`src/rtl/mux_adc_pkg.sv`:
```
// Shared types and constants for the multiplexed ADC capture block.
// Frame length is the ADC result plus the leading pad bits the converter emits.
package mux_adc_pkg;

   localparam int CH_W      = 5;
   localparam int FRAME_PAD = 3;

   typedef enum logic [1:0] {
      ST_IDLE,
      ST_SETTLE,
      ST_CONVERT,
      ST_DONE
   } state_e;

   function automatic int frame_bits(input int adc_bits);
      return adc_bits + FRAME_PAD;
   endfunction

endpackage

```
`src/rtl/mux_adc_capture_spi_frame.sv`:
```
// Serial frame engine: one start pulse runs FRAME_BITS full sclk periods,
// sampling miso at each sclk rise; done pulses in the last active cycle.
module adc_spi_frame #(
   parameter int SCLK_DIV   = 4,
   parameter int ADC_BITS   = 12,
   parameter int FRAME_BITS = 15
) (
   input  logic                clk,
   input  logic                rst_n,
   input  logic                start,
   input  logic                miso,
   output logic                sclk,
   output logic                done,
   output logic [ADC_BITS-1:0] data
);

   localparam int              BW       = $clog2(FRAME_BITS + 1);
   localparam logic [7:0]      DIV_LAST = 8'(SCLK_DIV - 1);
   localparam logic [BW-1:0]   BIT_LAST = BW'(FRAME_BITS - 1);

   logic                active_q, active_d;
   logic                sclk_q, sclk_d;
   logic [7:0]          div_q, div_d;
   logic [BW-1:0]       bit_q, bit_d;
   logic [ADC_BITS-1:0] shift_q, shift_d;
   logic                half_end;

   assign half_end = (div_q == DIV_LAST);

   always_comb begin
      // NOTE: every output of this block gets a default first, so no path can infer a latch.
      active_d = active_q;
      sclk_d   = sclk_q;
      div_d    = div_q;
      bit_d    = bit_q;
      shift_d  = shift_q;
      done     = 1'b0;
      if (start) begin
         active_d = 1'b1;
         sclk_d   = 1'b0;
         div_d    = '0;
         bit_d    = '0;
         shift_d  = '0;
      end else if (active_q) begin
         if (half_end) begin
            div_d  = '0;
            sclk_d = ~sclk_q;
            if (!sclk_q) begin
               // Shifting the whole frame through a result-wide register drops the pad bits.
               shift_d = {shift_q[ADC_BITS-2:0], miso};
            end else begin
               bit_d = bit_q + 1'b1;
               if (bit_q == BIT_LAST) begin
                  active_d = 1'b0;
                  done     = 1'b1;
               end
            end
         end else begin
            div_d = div_q + 8'd1;
         end
      end
   end

   // NOTE: state registers use non-blocking assignment so all flops update together.
   always_ff @(posedge clk or negedge rst_n) begin
      if (!rst_n) begin
         active_q <= 1'b0;
         sclk_q   <= 1'b0;
         div_q    <= '0;
         bit_q    <= '0;
         shift_q  <= '0;
      end else begin
         active_q <= active_d;
         sclk_q   <= sclk_d;
         div_q    <= div_d;
         bit_q    <= bit_d;
         shift_q  <= shift_d;
      end
   end

   assign sclk = sclk_q;
   assign data = shift_q;

endmodule

```
`src/rtl/mux_adc_capture.sv`:
```
// Captures one ADC conversion per multiplexer channel change: waits for the
// analog path to settle, runs a serial frame and presents a tagged sample.
module mux_adc_capture
   import mux_adc_pkg::*;
#(
   parameter int SETTLE_CYCLES = 16,
   parameter int SCLK_DIV      = 4,
   parameter int ADC_BITS      = 12
) (
   input  logic                clk,
   input  logic                rst_n,
   input  logic                mux_wr,
   input  logic [CH_W-1:0]     mux_ch,
   input  logic                adc_miso,
   output logic                adc_sclk,
   output logic                adc_cs_n,
   output logic [ADC_BITS-1:0] sample_data,
   output logic [CH_W-1:0]     sample_ch,
   output logic                sample_valid,
   input  logic                sample_ready,
   output logic                overrun
);

   localparam int            FRAME_BITS  = frame_bits(ADC_BITS);
   localparam int            SW          = (SETTLE_CYCLES > 1) ? $clog2(SETTLE_CYCLES) : 1;
   localparam logic [SW-1:0] SETTLE_LAST = SW'(SETTLE_CYCLES - 1);

   logic [1:0]          rst_sync_q, rst_sync_d;
   logic                rst_int_n;
   state_e              state_q, state_d;
   logic                mux_wr_q, mux_wr_d;
   logic [SW-1:0]       settle_q, settle_d;
   logic [CH_W-1:0]     ch_q, ch_d;
   logic                pend_q, pend_d;
   logic [CH_W-1:0]     pend_ch_q, pend_ch_d;
   logic [ADC_BITS-1:0] data_q, data_d;
   logic [CH_W-1:0]     sch_q, sch_d;
   logic                valid_q, valid_d;
   logic                ovr_q, ovr_d;
   logic                wr_edge;
   logic                spi_start, spi_done;
   logic [ADC_BITS-1:0] spi_data;

   // Reset asserts immediately but releases only on a clk edge.
   assign rst_sync_d = {rst_sync_q[0], 1'b1};
   always_ff @(posedge clk or negedge rst_n) begin
      if (!rst_n) rst_sync_q <= '0;
      else        rst_sync_q <= rst_sync_d;
   end
   assign rst_int_n = rst_sync_q[1];

   assign wr_edge = mux_wr & ~mux_wr_q;

   always_comb begin
      state_d   = state_q;
      mux_wr_d  = mux_wr;
      settle_d  = settle_q;
      ch_d      = ch_q;
      pend_d    = pend_q;
      pend_ch_d = pend_ch_q;
      data_d    = data_q;
      sch_d     = sch_q;
      valid_d   = valid_q;
      ovr_d     = 1'b0;
      spi_start = 1'b0;

      case (state_q)
         ST_IDLE: begin
            if (wr_edge) begin
               ch_d     = mux_ch;
               settle_d = '0;
               if (SETTLE_CYCLES == 0) begin
                  state_d   = ST_CONVERT;
                  spi_start = 1'b1;
               end else begin
                  state_d = ST_SETTLE;
               end
            end
         end
         ST_SETTLE: begin
            if (wr_edge) begin
               ch_d     = mux_ch;
               settle_d = '0;
            end else if (settle_q == SETTLE_LAST) begin
               state_d   = ST_CONVERT;
               spi_start = 1'b1;
            end else begin
               settle_d = settle_q + 1'b1;
            end
         end
         ST_CONVERT: begin
            if (wr_edge) begin
               pend_d    = 1'b1;
               pend_ch_d = mux_ch;
               ovr_d     = pend_q;
            end
            if (spi_done) state_d = ST_DONE;
         end
         ST_DONE: begin
            // An edge arriving in DONE itself is treated as the newest pending event.
            if (pend_q || wr_edge) begin
               ch_d     = wr_edge ? mux_ch : pend_ch_q;
               ovr_d    = pend_q & wr_edge;
               pend_d   = 1'b0;
               settle_d = '0;
               if (SETTLE_CYCLES == 0) begin
                  state_d   = ST_CONVERT;
                  spi_start = 1'b1;
               end else begin
                  state_d = ST_SETTLE;
               end
            end else begin
               state_d = ST_IDLE;
            end
         end
         default: state_d = ST_IDLE;
      endcase

      if (state_q == ST_DONE) begin
         data_d  = spi_data;
         sch_d   = ch_q;
         valid_d = 1'b1;
         if (valid_q && !sample_ready) ovr_d = 1'b1;
      end else if (valid_q && sample_ready) begin
         valid_d = 1'b0;
      end
   end

   always_ff @(posedge clk or negedge rst_int_n) begin
      if (!rst_int_n) begin
         state_q   <= ST_IDLE;
         mux_wr_q  <= 1'b0;
         settle_q  <= '0;
         ch_q      <= '0;
         pend_q    <= 1'b0;
         pend_ch_q <= '0;
         data_q    <= '0;
         sch_q     <= '0;
         valid_q   <= 1'b0;
         ovr_q     <= 1'b0;
      end else begin
         state_q   <= state_d;
         mux_wr_q  <= mux_wr_d;
         settle_q  <= settle_d;
         ch_q      <= ch_d;
         pend_q    <= pend_d;
         pend_ch_q <= pend_ch_d;
         data_q    <= data_d;
         sch_q     <= sch_d;
         valid_q   <= valid_d;
         ovr_q     <= ovr_d;
      end
   end

   adc_spi_frame #(
      .SCLK_DIV  (SCLK_DIV),
      .ADC_BITS  (ADC_BITS),
      .FRAME_BITS(FRAME_BITS)
   ) u_spi (
      .clk  (clk),
      .rst_n(rst_int_n),
      .start(spi_start),
      .miso (adc_miso),
      .sclk (adc_sclk),
      .done (spi_done),
      .data (spi_data)
   );

   assign adc_cs_n     = (state_q != ST_CONVERT);
   assign sample_data  = data_q;
   assign sample_ch    = sch_q;
   assign sample_valid = valid_q;
   assign overrun      = ovr_q;

endmodule
```
`config.mk`:
```
export PLATFORM = sky130hd
export DESIGN_NAME = mux_adc_capture
export DESIGN_NICKNAME = d
export VERILOG_FILES = /design/src/rtl/mux_adc_pkg.sv /design/src/rtl/mux_adc_capture_spi_frame.sv /design/src/rtl/mux_adc_capture.sv
export SDC_FILE = /design/constraint.sdc
export NUM_CORES = 1
export LEC_CHECK = 0
export BUFFER_PORTS_ARGS = -buffer_cell sky130_fd_sc_hd__buf_2
export CORE_ASPECT_RATIO = 1.1
export CORE_UTILIZATION = 60
export DETAILED_ROUTE_END_ITERATION = 16
export PLACE_DENSITY = 0.77
export SYNTH_ARGS = -nofsm -noshare
export SYNTH_HDL_FRONTEND = slang
export SYNTH_HIERARCHICAL = 1
export SYNTH_SLANG_ARGS = --single-unit
export TNS_END_PERCENT = 50
```
`constraint.sdc`:
```
create_clock -name clk -period 5 [get_ports clk]
set_input_delay 1 -clock clk [delete_from_list [all_inputs] [get_ports clk]]
set_output_delay 1 -clock clk [all_outputs]
set_load 0.02 [all_outputs]
```
# == Yosys cells after proc, flatten, opt, wreduce, memory -nomap -nowiden ==
# Cells that the tools add are included.
# word_totals
reg_bits,65
elab_cells,111
in_bits,10
output_inout_bits,21
# op_classes
n_eq_ne,16
bitwise_logic,4
n_addsub,3
muxes,52
n_reduce_logical,20
# ops
op,n
$mux W12,4
$mux W4,8
$mux W1,25
$mux W8,3
$ne A2 B2 Y1 const B,8
$mux W5,3
$pmux W4 S3,1
$reduce_and A3 Y1,4
$reduce_bool A2 Y1,6
$pmux W5 S2,1
$add A4 B1 Y4 const B,2
$add A8 B1 Y8 const B,1
$eq A4 B4 Y1 const B,2
$eq A8 B2 Y1 const B,1
$mux W2,4
$pmux W2 S4,1
$reduce_and A4 Y1,2
$eq A2 B2 Y1 const B,2
$pmux W1 S2,2
$ne A3 B3 Y1 const B,1
$reduce_bool A3 Y1,1
$and A1 B1 Y1,2
$eq A2 B1 Y1 const B,1
$logic_and A1 B1 Y1,2
other kinds (7),8

# == Logic depth before layout (Yosys ltp) ==
# depth
ltp_word,8
ltp_mapped,9
mapped_depth_nobuf,8

# == Cells and area by module ==
# The synthesis kept the hierarchy.
# by_module_without_submodules
module,seq_area_each_um2,instances,area_per_inst_um2,cells_per_inst
mux_adc_capture,975.9,1,1809.2,132
adc_spi_frame,650.6,1,1332.5,121

# == Worst setup path before layout ==
# No wires, ideal clock.
# synth_path
kind,input -> register
startpoint,input mux_wr
endpoint,register state_q[1]
required_ns,4.875
arrival_ns,2.504
setup_time_ns,0.125
setup_slack_ns,2.371
stages,9
n_path_buf,2
cell_sequence,and2b_1 buf_4 nor3b_2 clkbuf_1 nor3_1 inv_1 a221oi_4 o21ai_2 mux2_4
# synth_via
elab_chain_len,6
elab_cells_between_ends,8
cone_classes,eq/ne (3); mux (3); bitwise (1); reduce/logical (1)
# synth_rtl
item,line,rtl
from (decl),mux_adc_capture.sv:12,"input logic mux_wr,"
$and A1 B1 Y1,mux_adc_capture.sv:52,assign wr_edge = mux_wr & ~mux_wr_q;
$mux W1,mux_adc_capture.sv:81,if (wr_edge) begin
$mux W1,mux_adc_capture.sv:67,case (state_q)
via spi_start,mux_adc_capture.sv:41,"logic spi_start, spi_done;"
$mux W1,mux_adc_capture_spi_frame.sv:38,if (start) begin
via spi_done,mux_adc_capture.sv:41,
$ne A2 B2 Y1 (no line),-,
$reduce_and A4 Y1 (no line),-,
to (signal assigned),mux_adc_capture.sv:142,state_q <= state_d;
to (decl),mux_adc_capture.sv:30,"state_e state_q, state_d;"
# The timed path passes the listed nets, and every way through them passes these cells.
# A chain may end at the register's enable or synchronous reset.

# == Worst setup path in the final report ==
# layout_path
startpoint,register state_q[0]
endpoint,output adc_cs_n
# layout_via
elab_chain_len,1
# layout_rtl
item,line,rtl
$ne A2 B2 Y1,mux_adc_capture.sv:169,assign adc_cs_n = (state_q != ST_CONVERT);
to (decl),mux_adc_capture.sv:16,"output logic adc_cs_n,"
# No other way between the ends.

==> results.md <==
- Post-synthesis compound-gate area fraction: 7.77%
- Total CTS buffers: 9
- Clk root buf: clkbuf_8
- Worst VDD drop: 0.278 mV
- Achievable Freq: 374 MHz
- Final HPWL DP: 3.68 mm
- Total Wirelength: 5.52 mm
- Vias in the first global route: 2,067
- Post-route DRC: 0
- CTS max path bufs: 2
- Setup Viol. Count Final: 0
- Status: finished, final reports clean
- Synth Area in XOR/XNOR: 0.836%
- Via count: 2,012
- Synth Register Bits: 65
- Layout cell share with drive strength beyond 1: 32.6%
- Placed cells: 333
- Max-slew headroom: 29.7%
- First-pass GRT wire length: 9.67 mm
- Post-Synth Adder-Cell Area: 3.58%
- Maximum number of pins on one net before global-route repair: 56
- # resized after CTS: 0
- Setup Skew: 0.00749 ns
- Via-to-Cell Ratio: 5.77
- Worst hold slack: 0.104 ns
- Fill cell count: 375
- Critical path type: reg -> out
- Final slew viol count: 0
- RSZ-0062 raised after global routing: no
- Worst-path clk slew: 0.07 ns
- Hold WC Path Type: reg -> async
- Mapped Avg Cell Area: 12.4 µm²
- Worst skew pair latency: 0.34 ns
- Commonest non-fill, non-tap cells in the layout: 64 x dfrtp_1, 31 x mux2_2, 30 x buf_2
- Syn Inst Count: 253
- Final #Nets: 305
- Leakage: 1.61 nW
- Effective utilization at floorplan: 62.4%
- Final Cycle Share: 53.4%
- Library cells used by synthesis: 51
- Clk sink count: 65
- Async set or reset register ratio after synthesis: 100%
- CTS H-Tree Depth: 3
- Seq/Total Area, Yosys: 51.8%
- WP data arrival: 1.67 ns
- Global placer's final weighted congestion: 0.842
- Largest family of logic cells by synthesized area: multiplexers
- 1st-iter DRT viols: 181
- DRT Pass-1 Iters: 6
- Syn nets: 272
- Grt ovf: 0
- Antenna Nets Post-Route: 0
- Routed WL per cell: 15.8 µm
- Post-CTS Setup Bufs: 0
- Crit path launch type: register
- Layout area overhead: 11.4%
- Most common flop cell mapped by yosys: dfrtp_1
- Yosys warning count: 6
- Final setup TNS: 0 ns
- Post-Synth Simple-Gate Area: 14.3%
- Final cell count without fillers: 349
- Critical path required time: 4.00 ns
- IO Count: 31
- Initial antenna violation count: 0
- PwrDens: 523 nW/µm²
- Post-layout min period: 2.67 ns
- DIE WIDTH: 71.0 µm
- Core area: 5030 µm²
- Max-cap viol count: 0
- Number of diodes: 0
- Post-synthesis mux area share: 18.8%
- CP max FO: 10
- I/O Buffers: 30
- Area of the die: 5530 µm²
- Final Hold Vio Count: 0
- CP Capture Type: output pin
- Commonest non-fill, non-tap cell in the layout: dfrtp_1
- Crit. Startpoint: state_q[0]$_DFFE_PN0P_
- Total GRT Usage: 23.4%
- Die height: 77.9 µm
- Hold buffer count at CTS: 0
- Post-synth EDFFs: 0
- TritonCTS clock tree: yes
- Worst R2R Start: u_spi/div_q[0]$_DFFE_PN0P_
- Slew @ Worst Pin: 1.05 ns
- Post-Syn Area: 3140 µm²
- Row count: 27
==> worst max-delay path: stages (launching register included) <==
cell     delay (ns)
dfrtp_1        0.43
inv_1          0.16
ha_1           0.43
inv_1          0.13
buf_2          0.18
==> routing by layer <==
metal	global-route usage [%]	part of all wire, %	up-vias
met5	0	0	-
met4	12.4	1.3	0
met3	7.40	3.4	7
met2	35.4	49	34
met1	30.0	47	1004
li1	-	-	967
==> logic make-up (layout without fill, tap and decap cells) <==
| group | Yosys count | count (layout) |
|---|---|---|
| buffers and inverters | 16 | 54 |
| other | 1 | 1 |
| muxes | 52 | 52 |
| and+or+nand+nor | 72 | 72 |
| xor gates and xnor gates | 3 | 3 |
| AOI/OAI and AO/OA | 35 | 35 |
| DFF | 65 | 65 |
| adders and majority gates | 9 | 9 |
==> sequential cells by signal (all words and copies together), names as in the netlist, 2 cells and up <==
| register | count |
|---|---|
| ch_q | 5 |
| pend_ch_q | 5 |
| rst_sync_q | 2 |
| sample_ch | 5 |
| sample_data | 12 |
| settle_q | 4 |
| state_q | 2 |
| u_spi/bit_q | 4 |
| u_spi/data | 12 |
| u_spi/div_q | 8 |
==> cells in the mapped netlist (2+ instances only) <==
master    number  area, µm²
buf_2          3       15.0
and3b_1        2       17.5
buf_6          3       33.8
xor2_1         2       17.5
nand3_1        6       30.0
nand4_1        4       25.0
o21ai_0       11       55.1
mux2_4         6       90.1
dfrtp_1       65       1630
a31oi_1        2       12.5
or3_1          4       25.0
mux2_2        31        349
nor4b_1        2       17.5
nor2_1        11       41.3
ha_1           9        113
clkbuf_1       3       11.3
nand2_1        7       26.3
inv_1          6       22.5
mux2i_1       14        140
a21oi_1       10       50.1
nand2b_1      15       93.8
or4b_4         2       27.5
nor3_1         3       15.0
nor2b_1        5       31.3
==> area by class of cell <==
class | count | area, µm² | area share [%]
repair buffers | 32 | 165 | 4.72
clock buffers | 11 | 131 | 3.75
well taps | 58 | 72.6 | 2.07
clock inverters | 5 | 56.3 | 1.61
multi-input cells | 172 | 1430 | 40.7
inverters | 6 | 22.5 | 0.643
flip-flops and latches | 65 | 1630 | 46.5
==> per-stage QoR <==
step	util [%]	power [mW]	setup slack, ns	instance area [µm²]
3_5_place_dp	65.8	1.41	2.22	3310
3_3_place_gp	65.8	1.38	2.36	3310
2_1_floorplan	-	1.28	2.37	3140
6_report	69.6	1.83	2.33	3500
4_1_cts	69.6	1.85	2.31	3500
5_1_grt	69.6	1.96	2.19	3500
==> final timing paths <==
kind / cells after the start / slack [ns] / to
min in group clk: 0 / 0.36 / rst_sync_q[1]$_DFF_PN0_
hold reg to reg: 0 / 0.10 / u_spi/data[10]$_DFFE_PN0P_
hold / removal: 0 / 0.10 / u_spi/data[10]$_DFFE_PN0P_
setup reg to reg: 8 / 2.37 / state_q[1]$_DFFE_PN0P_
max in group asynchronous: 1 / 3.98 / settle_q[3]$_DFFE_PN0P_
setup / recovery: 4 / 2.33 / adc_cs_n
==> power by group <==
group,internal [mW],switching (mW)
logic,0.307,0.303
registers,0.660,0.133
clock network,0.230,0.198
total,1.20,0.634
(Power assumes the default switching activity.)
